$ cat config.mk
export PLATFORM = sky130hd
export DESIGN_NAME = instruction_fetch
export DESIGN_NICKNAME = d
export VERILOG_FILES = /design/src/rtl/argon_pkg.sv /design/src/rtl/instruction_fetch.sv
export SDC_FILE = /design/constraint.sdc
export NUM_CORES = 1
export LEC_CHECK = 0
export CAP_MARGIN = 20
export CORE_MARGIN = 2
export CORE_UTILIZATION = 42
export CTS_BUF_LIST = sky130_fd_sc_hd__clkbuf_4
export CTS_CLUSTER_DIAMETER = 120
export DETAILED_ROUTE_END_ITERATION = 6
export PLACE_DENSITY = 0.81
export SETUP_SLACK_MARGIN = 0.5
export SYNTH_ARGS = -nofsm -noshare
export SYNTH_HDL_FRONTEND = slang
export SYNTH_SLANG_ARGS = --single-unit
export TNS_END_PERCENT = 1
$ cat constraint.sdc
create_clock -name i_clk -period 1.6 [get_ports i_clk]
set_input_delay 0.16 -clock i_clk [delete_from_list [all_inputs] [get_ports i_clk]]
set_output_delay 0.16 -clock i_clk [all_outputs]
set_load 0.02 [all_outputs]
$ cat src/rtl/argon_pkg.sv
// Shared fetch-stage types and constants.
// Imported by the instruction fetch stage.
package argon_pkg;

  typedef enum logic {
    S_REQ  = 1'b0,
    S_WAIT = 1'b1
  } fetch_state_t;

  localparam logic [31:0] INSTR_NOP   = 32'h0000_0013;
  localparam int unsigned INSTR_BYTES = 4;

endpackage

$ cat src/rtl/instruction_fetch.sv
// Instruction fetch stage: owns the PC, fetches words from imem,
// and hands {pc, instruction} to decode through a one-entry slot.
module instruction_fetch
  import argon_pkg::*;
#(
  parameter logic [31:0] RESET_PC  = 32'h0000_0000,
  parameter logic [31:0] INSTR_NOP = argon_pkg::INSTR_NOP
) (
  input  logic        i_clk,
  input  logic        i_rst_n,
  output logic        o_imem_req,
  output logic [31:0] o_imem_addr,
  input  logic        i_imem_gnt,
  input  logic        i_imem_rvalid,
  input  logic [31:0] i_imem_rdata,
  input  logic        i_redirect,
  input  logic [31:0] i_redirect_pc,
  output logic        o_valid,
  input  logic        i_ready,
  output logic [31:0] o_pc,
  output logic [31:0] o_instruction
);

  fetch_state_t r_state;
  fetch_state_t w_state_nxt;

  logic [31:0] r_pc;
  logic [31:0] r_fetch_pc;
  logic        r_drop;
  logic        r_valid;
  logic [31:0] r_opc;
  logic [31:0] r_instr;

  logic [31:0] w_pc_nxt;
  logic [31:0] w_fetch_pc_nxt;
  logic        w_drop_nxt;
  logic        w_valid_nxt;
  logic [31:0] w_opc_nxt;
  logic [31:0] w_instr_nxt;

  logic        w_consume;
  logic        w_req;
  logic        w_fire;
  logic        w_fill;
  logic [31:0] w_tgt;
  logic        w_unused;

  assign w_tgt    = {i_redirect_pc[31:2], 2'b00};
  assign w_unused = ^i_redirect_pc[1:0];

  assign w_consume = r_valid & i_ready;
  assign w_req     = i_rst_n & (r_state == S_REQ)
                   & (~r_valid | i_ready);
  assign w_fire    = w_req & i_imem_gnt;
  assign w_fill    = (r_state == S_WAIT) & i_imem_rvalid
                   & ~r_drop & ~i_redirect;

  assign o_imem_req    = w_req;
  assign o_imem_addr   = r_pc;
  assign o_valid       = r_valid;
  assign o_pc          = r_opc;
  assign o_instruction = r_instr;

  // Next-state, PC mux and output slot update; redirect wins everything.
  always_comb begin
    w_state_nxt    = r_state;
    w_pc_nxt       = r_pc;
    w_fetch_pc_nxt = r_fetch_pc;
    w_drop_nxt     = r_drop;
    w_valid_nxt    = r_valid;
    w_opc_nxt      = r_opc;
    w_instr_nxt    = r_instr;

    unique case (r_state)
      S_REQ: begin
        if (w_fire) begin
          w_fetch_pc_nxt = r_pc;
          w_pc_nxt       = r_pc + 32'(INSTR_BYTES);
          w_state_nxt    = S_WAIT;
          w_drop_nxt     = i_redirect;
        end
      end
      S_WAIT: begin
        if (i_imem_rvalid) begin
          w_state_nxt = S_REQ;
          w_drop_nxt  = 1'b0;
        end else if (i_redirect) begin
          w_drop_nxt = 1'b1;
        end
      end
    endcase

    if (i_redirect) begin
      w_pc_nxt = w_tgt;
    end

    if (i_redirect) begin
      w_valid_nxt = 1'b0;
      w_instr_nxt = INSTR_NOP;
    end else if (w_fill) begin
      w_valid_nxt = 1'b1;
      w_opc_nxt   = r_fetch_pc;
      w_instr_nxt = i_imem_rdata;
    end else if (w_consume) begin
      w_valid_nxt = 1'b0;
      w_instr_nxt = INSTR_NOP;
    end
  end

  // State and datapath registers.
  always_ff @(posedge i_clk or negedge i_rst_n) begin
    if (!i_rst_n) begin
      r_state    <= S_REQ;
      r_pc       <= {RESET_PC[31:2], 2'b00};
      r_fetch_pc <= '0;
      r_drop     <= 1'b0;
      r_valid    <= 1'b0;
      r_opc      <= '0;
      r_instr    <= INSTR_NOP;
    end else begin
      r_state    <= w_state_nxt;
      r_pc       <= w_pc_nxt;
      r_fetch_pc <= w_fetch_pc_nxt;
      r_drop     <= w_drop_nxt;
      r_valid    <= w_valid_nxt;
      r_opc      <= w_opc_nxt;
      r_instr    <= w_instr_nxt;
    end
  end

endmodule
; After elaboration in Yosys (flattened, before gate mapping)
; Cells that the tools add are included.
[classes]
bitwise_logic = 12
reduce_logical = 6
mux = 16
add_sub_neg = 1
n_eq_ne = 3
[ops]
columns = op, count
row1 = 2-to-1 mux 32 bit, 6
row2 = "adder 32 x 3 -> 32 bit, second input constant", 1
row3 = 2-to-1 mux 1 bit, 8
row4 = AND reduction 2 bit, 4
row5 = bitwise AND 1 bit, 7
row6 = "inequality test 2 bit, second input constant", 2
row7 = NOT 1 bit, 4
row8 = one-hot mux 1 bit (2 select lines), 2
row9 = "inequality test 3 bit, second input constant", 1
row10 = nonzero test 3 bit, 1
row11 = nonzero test 2 bit, 1
row12 = bitwise OR 1 bit, 1
[word_totals]
word_cells = 45
in_bits = 70
out_inout_bits = 98
ff_bits = 131

; Depth between registers and ports, before layout
[logic_depth]
ltp_word = 7
mapped_depth = 7
ltp_nobuf = 5

; Worst setup path after synthesis
; OpenSTA, ideal clock, no wires.
[synth_timing]
path_kind = reg-to-reg
startpoint = reg r_state
endpoint = reg r_fetch_pc[14]
path_stages_with_launch = 7
setup_time_ns = 0.125
slack_ns = -0.133
n_path_buf = 2
required_time_ns = 1.475
t_arrival_ns = 1.609
period_less_slack_ns = 1.733
path_cell_list = dfrtp_1 > and2b_1 > and2_1 > nand2_1 > buf_4 > buf_4 > mux2_2
[synth_between]
elab_chain_len = 5
[synth_rtl]
columns = item, line
row1 = start: declaration, instruction_fetch.sv:24  ; fetch_state_t r_state;
row2 = start signal: assignment, instruction_fetch.sv:121  ; r_state <= w_state_nxt;
row3 = NOT 1 bit (no line), -
row4 = bitwise AND 1 bit, instruction_fetch.sv:52  ; assign w_req = i_rst_n & (r_state == S_REQ)
row5 = bitwise AND 1 bit, instruction_fetch.sv:53  ; & (~r_valid | i_ready);
row6 = net o_imem_req, instruction_fetch.sv:11  ; output logic o_imem_req,
row7 = bitwise AND 1 bit, instruction_fetch.sv:54  ; assign w_fire = w_req & i_imem_gnt;
row8 = AND reduction 2 bit (no line), -
row9 = end signal: assignment, instruction_fetch.sv:123  ; r_fetch_pc <= w_fetch_pc_nxt;
row10 = end: declaration, instruction_fetch.sv:28  ; logic [31:0] r_fetch_pc;
; The timed path passes the listed nets, and every way through them passes these cells.
; A chain may end at the register's enable or synchronous reset.

; Worst setup path in the final report
[layout_timing]
startpoint = reg r_pc[4], in the netlist o_imem_addr[4]
endpoint = reg r_pc[13], in the netlist o_imem_addr[13]
[layout_between]
elab_chain_len = 4
[layout_rtl]
columns = item, line
row1 = start: declaration, instruction_fetch.sv:27  ; logic [31:0] r_pc;
row2 = start signal: assignment, instruction_fetch.sv:114  ; r_pc <= {RESET_PC[31:2], 2'b00};
row3 = start signal: assignment, instruction_fetch.sv:122  ; r_pc <= w_pc_nxt;
row4 = adder 32 x 3 -> 32 bit, instruction_fetch.sv:78  ; w_pc_nxt = r_pc + 32'(INSTR_BYTES);
row5 = 2-to-1 mux 32 bit, instruction_fetch.sv:76  ; if (w_fire) begin
row6 = 2-to-1 mux 32 bit, instruction_fetch.sv:74  ; unique case (r_state)
row7 = 2-to-1 mux 32 bit, instruction_fetch.sv:93  ; if (i_redirect) begin
; No other way between the ends. The select of a mux whose other input is x is not followed.

==> run summary <==
Input and output buffers added on the ports amount to 161. Counting the buffers created by CTS gives 17. The clock latency on the worst-skew pair was 520 ps. In this run the critical register-to-register path is launched from o_imem_addr[4].

The count of flip-flops with a built-in enable after synthesis is 0, and the number of DRC violations after detailed-routing iteration 0 is 260. The root buffer selected by CTS was clkbuf_4. Summed over all layers, the global routing overflow is 0. Synthesis produced a netlist whose cell count is 485.

The worst path uses 105% of the clock period. Of all cell types, the one taking the most synthesized area is dfrtp_1. Once placement completed, the tool counted placed cells totaling 831. In this run the power density over the cells is 1140 mW/mm^2. The tools report the effective utilization at floorplan as 42.6%.

In this run the register-to-register setup slack is -80 ps. The analysis attributes to cell leakage a power of 0.00386 uW. The total of fill cells in the finished design was 979. The critical path launch point type is a flop. The wire length of the first global-routing pass is 22,200 um.

The depth of the CTS H-tree is 4, and the worst setup timing slack at the placement stage is -349 ps. The synthesized area per cell is 11.0 um^2. The flow ran to the end, but the final reports show violations. For this block, the routed nets add up to 14,600 um of wire. The number of nets at the end of the flow is 758. The critical path is of the reg2reg type. The tools report the final-report hold violation count as 0. For the final setup slack of the worst path, the log shows -84.5 ps. The peak clock frequency supported by timing is 0.594 GHz, and the depth of the worst hold-timing path is 3. The vertical die dimension was 117 um; the setup TNS was -401 ps. The class of the tightest hold or removal check is in2reg. In this run, synthesis produced a sequential element count of 125. The tool flagged a number of max-cap violations equal to 0. The number of buffers on the longest clock path was 2. By area the synthesized netlist is led by dfrtp_1 (57%), nand2_1 (9.4%), mux2_2 (5.5%). Data on the critical path arrives at its endpoint at 2070 ps. The maximum net fanout on the critical path is 23, and the proportion of register bits with asynchronous set or reset after synthesis is 100%. For this block, the via count after detailed routing is 4,448. The worst relative slew slack is 56.8%.

Counting I/O delays and the setup requirement, the final critical path takes 1680 ps. The floorplan step set the die width to 117 um. The initial antenna violation count came out at 0. For this run, design rule violations remaining after detail routing come to 0. The area growth from synthesis to final layout was 53.0%; the number of vias per cell was 5.10. The largest net degree at the start of global routing came out at 126.

The endpoint identified for the worst register-to-register timing path is o_imem_addr[13]. Die area: 0.0136 mm^2. The signal on the critical path passes through and3_4 -> nand3_2 -> buf_12 -> nor4_4 -> xnor2_2 -> o21ai_0. In the final layout, the share of cells above drive strength 1 is 35.3%. The via count of the first global-routing pass came out at 4,446. The worst hold path terminates at o_imem_addr[21].

Sequential elements use 58.7% of the synthesized area. The proportion of netlist area held by the largest area contributor is 57.2%. Counting cells, the worst reg-to-reg path comes to 6. The worst setup path is captured at a flop. The worst voltage drop across the vdd grid was 0.442 mV; the final count of negative-setup-slack endpoints was 23.

After legalization and detailed placement, the total HPWL measured 9800 um. Among all cell types in the netlist, the one instantiated most often is nand2_1. The core region is 0.0125 mm^2. Registers take 0.00314 mm^2.

The peak per-stage delay on the critical path came out at 370 ps. Cells fill 65.2% of the core in the end. In this run the cell area of the synthesized design comes to 0.00534 mm^2. Yosys printed 0 warnings. The first TritonRoute pass finished after 4 iterations. Detail-routed net length per standard cell: 16.7 um. The slowest stage of the critical path belongs to the cell dfrtp_1. In the synthesized netlist, the cells that appear most often are nand2_1 (134), dfrtp_1 (122), a22o_1 (29), xnor2_1 (27), mux2_2 (26). The tools report the hold path startpoint as i_redirect_pc[21].

TritonCTS built the clock tree. The clock sink count is 125, and the measured slew at the worst slew-check pin is 648 ps. The number of placed I/O pins is 168, and the global-route usage over all layers is 21.4%. In the synthesized netlist the dominant register cell turns out to be dfrtp_1. The clock slew at the register clock pins of the worst setup and hold paths is 120 ps.

Setup repair after global routing could not meet its margin everywhere. The checks that failed: setup timing. The clock arrives with 17.2 ps of skew. The logs give 0 for the number of nets with antenna violations after detailed routing and 872 for the post-route non-filler standard cell count. The tools report the combined area of the multi-input logic cells as 0.00226 mm^2.

The logs give 1980 ps for the required time of the critical path and 0.849 for the final estimated routing congestion in global placement. Yosys mapped the design onto 39 distinct sky130hd cell types. The run gives 0 as the max-slew violation count. The repair_antennas step left the layout with diodes totalling 0.

The floorplan has 41 rows.
==> power breakdown <==
| part | total [uW] | internal [uW] | leakage (uW) | switching (uW) |
|---|---|---|---|---|
| Clock | 1970 | 783 | 0.000130 | 1190 |
| Sequential | 4330 | 3830 | 0.00159 | 506 |
| Combinational | 3030 | 1550 | 0.00214 | 1480 |
==> sequential cells by signal (all words and copies together), names as in the netlist <==
| signal | cells |
|---|---|
| o_valid | 1 |
| o_pc | 30 |
| r_state | 1 |
| o_imem_addr | 30 |
| o_instruction | 32 |
| r_fetch_pc | 30 |
| r_drop | 1 |
==> worst max-delay path: cells and delay by family (launching register included) <==
| family | cells | cell delay, ps |
|---|---|---|
| AND/OR/NAND/NOR | 3 | 660 |
| flip-flops | 1 | 370 |
| buffers and inverters | 1 | 190 |
| XOR/XNOR | 1 | 180 |
| AO/OA/AOI/OAI | 1 | 130 |
==> repair_timing <==
action,CTS,global route
pin swaps,22,13
endpoints found under the hold margin,123,0
setup endpoints to repair,219,219
cloned,0,1
setup buffers,4,2
gates resized for setup,549,15
hold buffers,2,0
==> stage by stage <==
step / power, uW / hold slack, ps / instance area [um^2]
final: 9340 / 171 / 8170
after global routing: 9850 / 151 / 8170
after CTS: 9390 / 126 / 8030
after detailed placement: 7200 / 360 / 7410
after floorplan: 5570 / -136 / 5350
after global placement: 7090 / 355 / 7410
==> cells by family (layout without fill, tap and decap cells) <==
logic type,count (synthesis),after routing,share of synthesized area [%]
xor gates and xnor gates,29,29,4.76
DFF,125,125,58.7
other,1,4,0.0703
and+or+nand+nor,190,190,17.6
muxes,27,27,5.67
adders and majority gates,1,1,0.234
buffers and inverters,40,252,3.92
AOI/OAI and AO/OA,72,72,9.10
==> final cells by class <==
| cell class | instances | area share (%) |
|---|---|---|
| clock inverters | 14 | 1.50 |
| clock buffers | 18 | 1.65 |
| repair buffers | 214 | 27.8 |
| multi-input cells | 323 | 27.7 |
| flip-flops and latches | 125 | 38.4 |
| inverters | 6 | 0.276 |
| well taps | 172 | 2.64 |
==> metal layers <==
metal  global-route usage, %  part of all wire, %  vias up
met5                       0                    0        -
met4                    8.55                  2.8        0
met3                    4.51                  5.6       34
met2                    37.1                   51      155
met1                    26.2                   40     2192
li1                        -                    -     2067
==> cells in the final DEF, fill, tap and decap left out, drive strengths merged, types with 3 or more instances in the layout <==
cell type	count
dfrtp	122
clkinvlp	5
clkdlybuf4s15	5
clkdlybuf4s50	65
clkbuf	19
a22o	29
buf	132
dfstp	3
xnor2	27
and3	5
nand4	4
nand3	11
nor4	16
conb	4
mux2	26
and4	3
o22a	3
and2	3
nand2	134
nor2	3
nor3	6
clkinv	7
o21ai	36
inv	7
dlygate4sd2	9
==> worst max-delay path by stage <==
stage / start / endpoint / slack, ps / depth (start not counted)
finish: o_imem_addr[4] / o_imem_addr[13] / -80 / 6
global route: r_state / o_imem_addr[22] / -170 / 6
CTS: r_state / o_imem_addr[28] / -60 / 6
detailed placement: i_ready / o_imem_addr[16] / -350 / 7
global placement: i_ready / o_imem_addr[16] / -270 / 7
floorplan: r_drop / o_instruction[21] / -110 / 6
No activity file was read; power rests on OpenSTA's default activity.
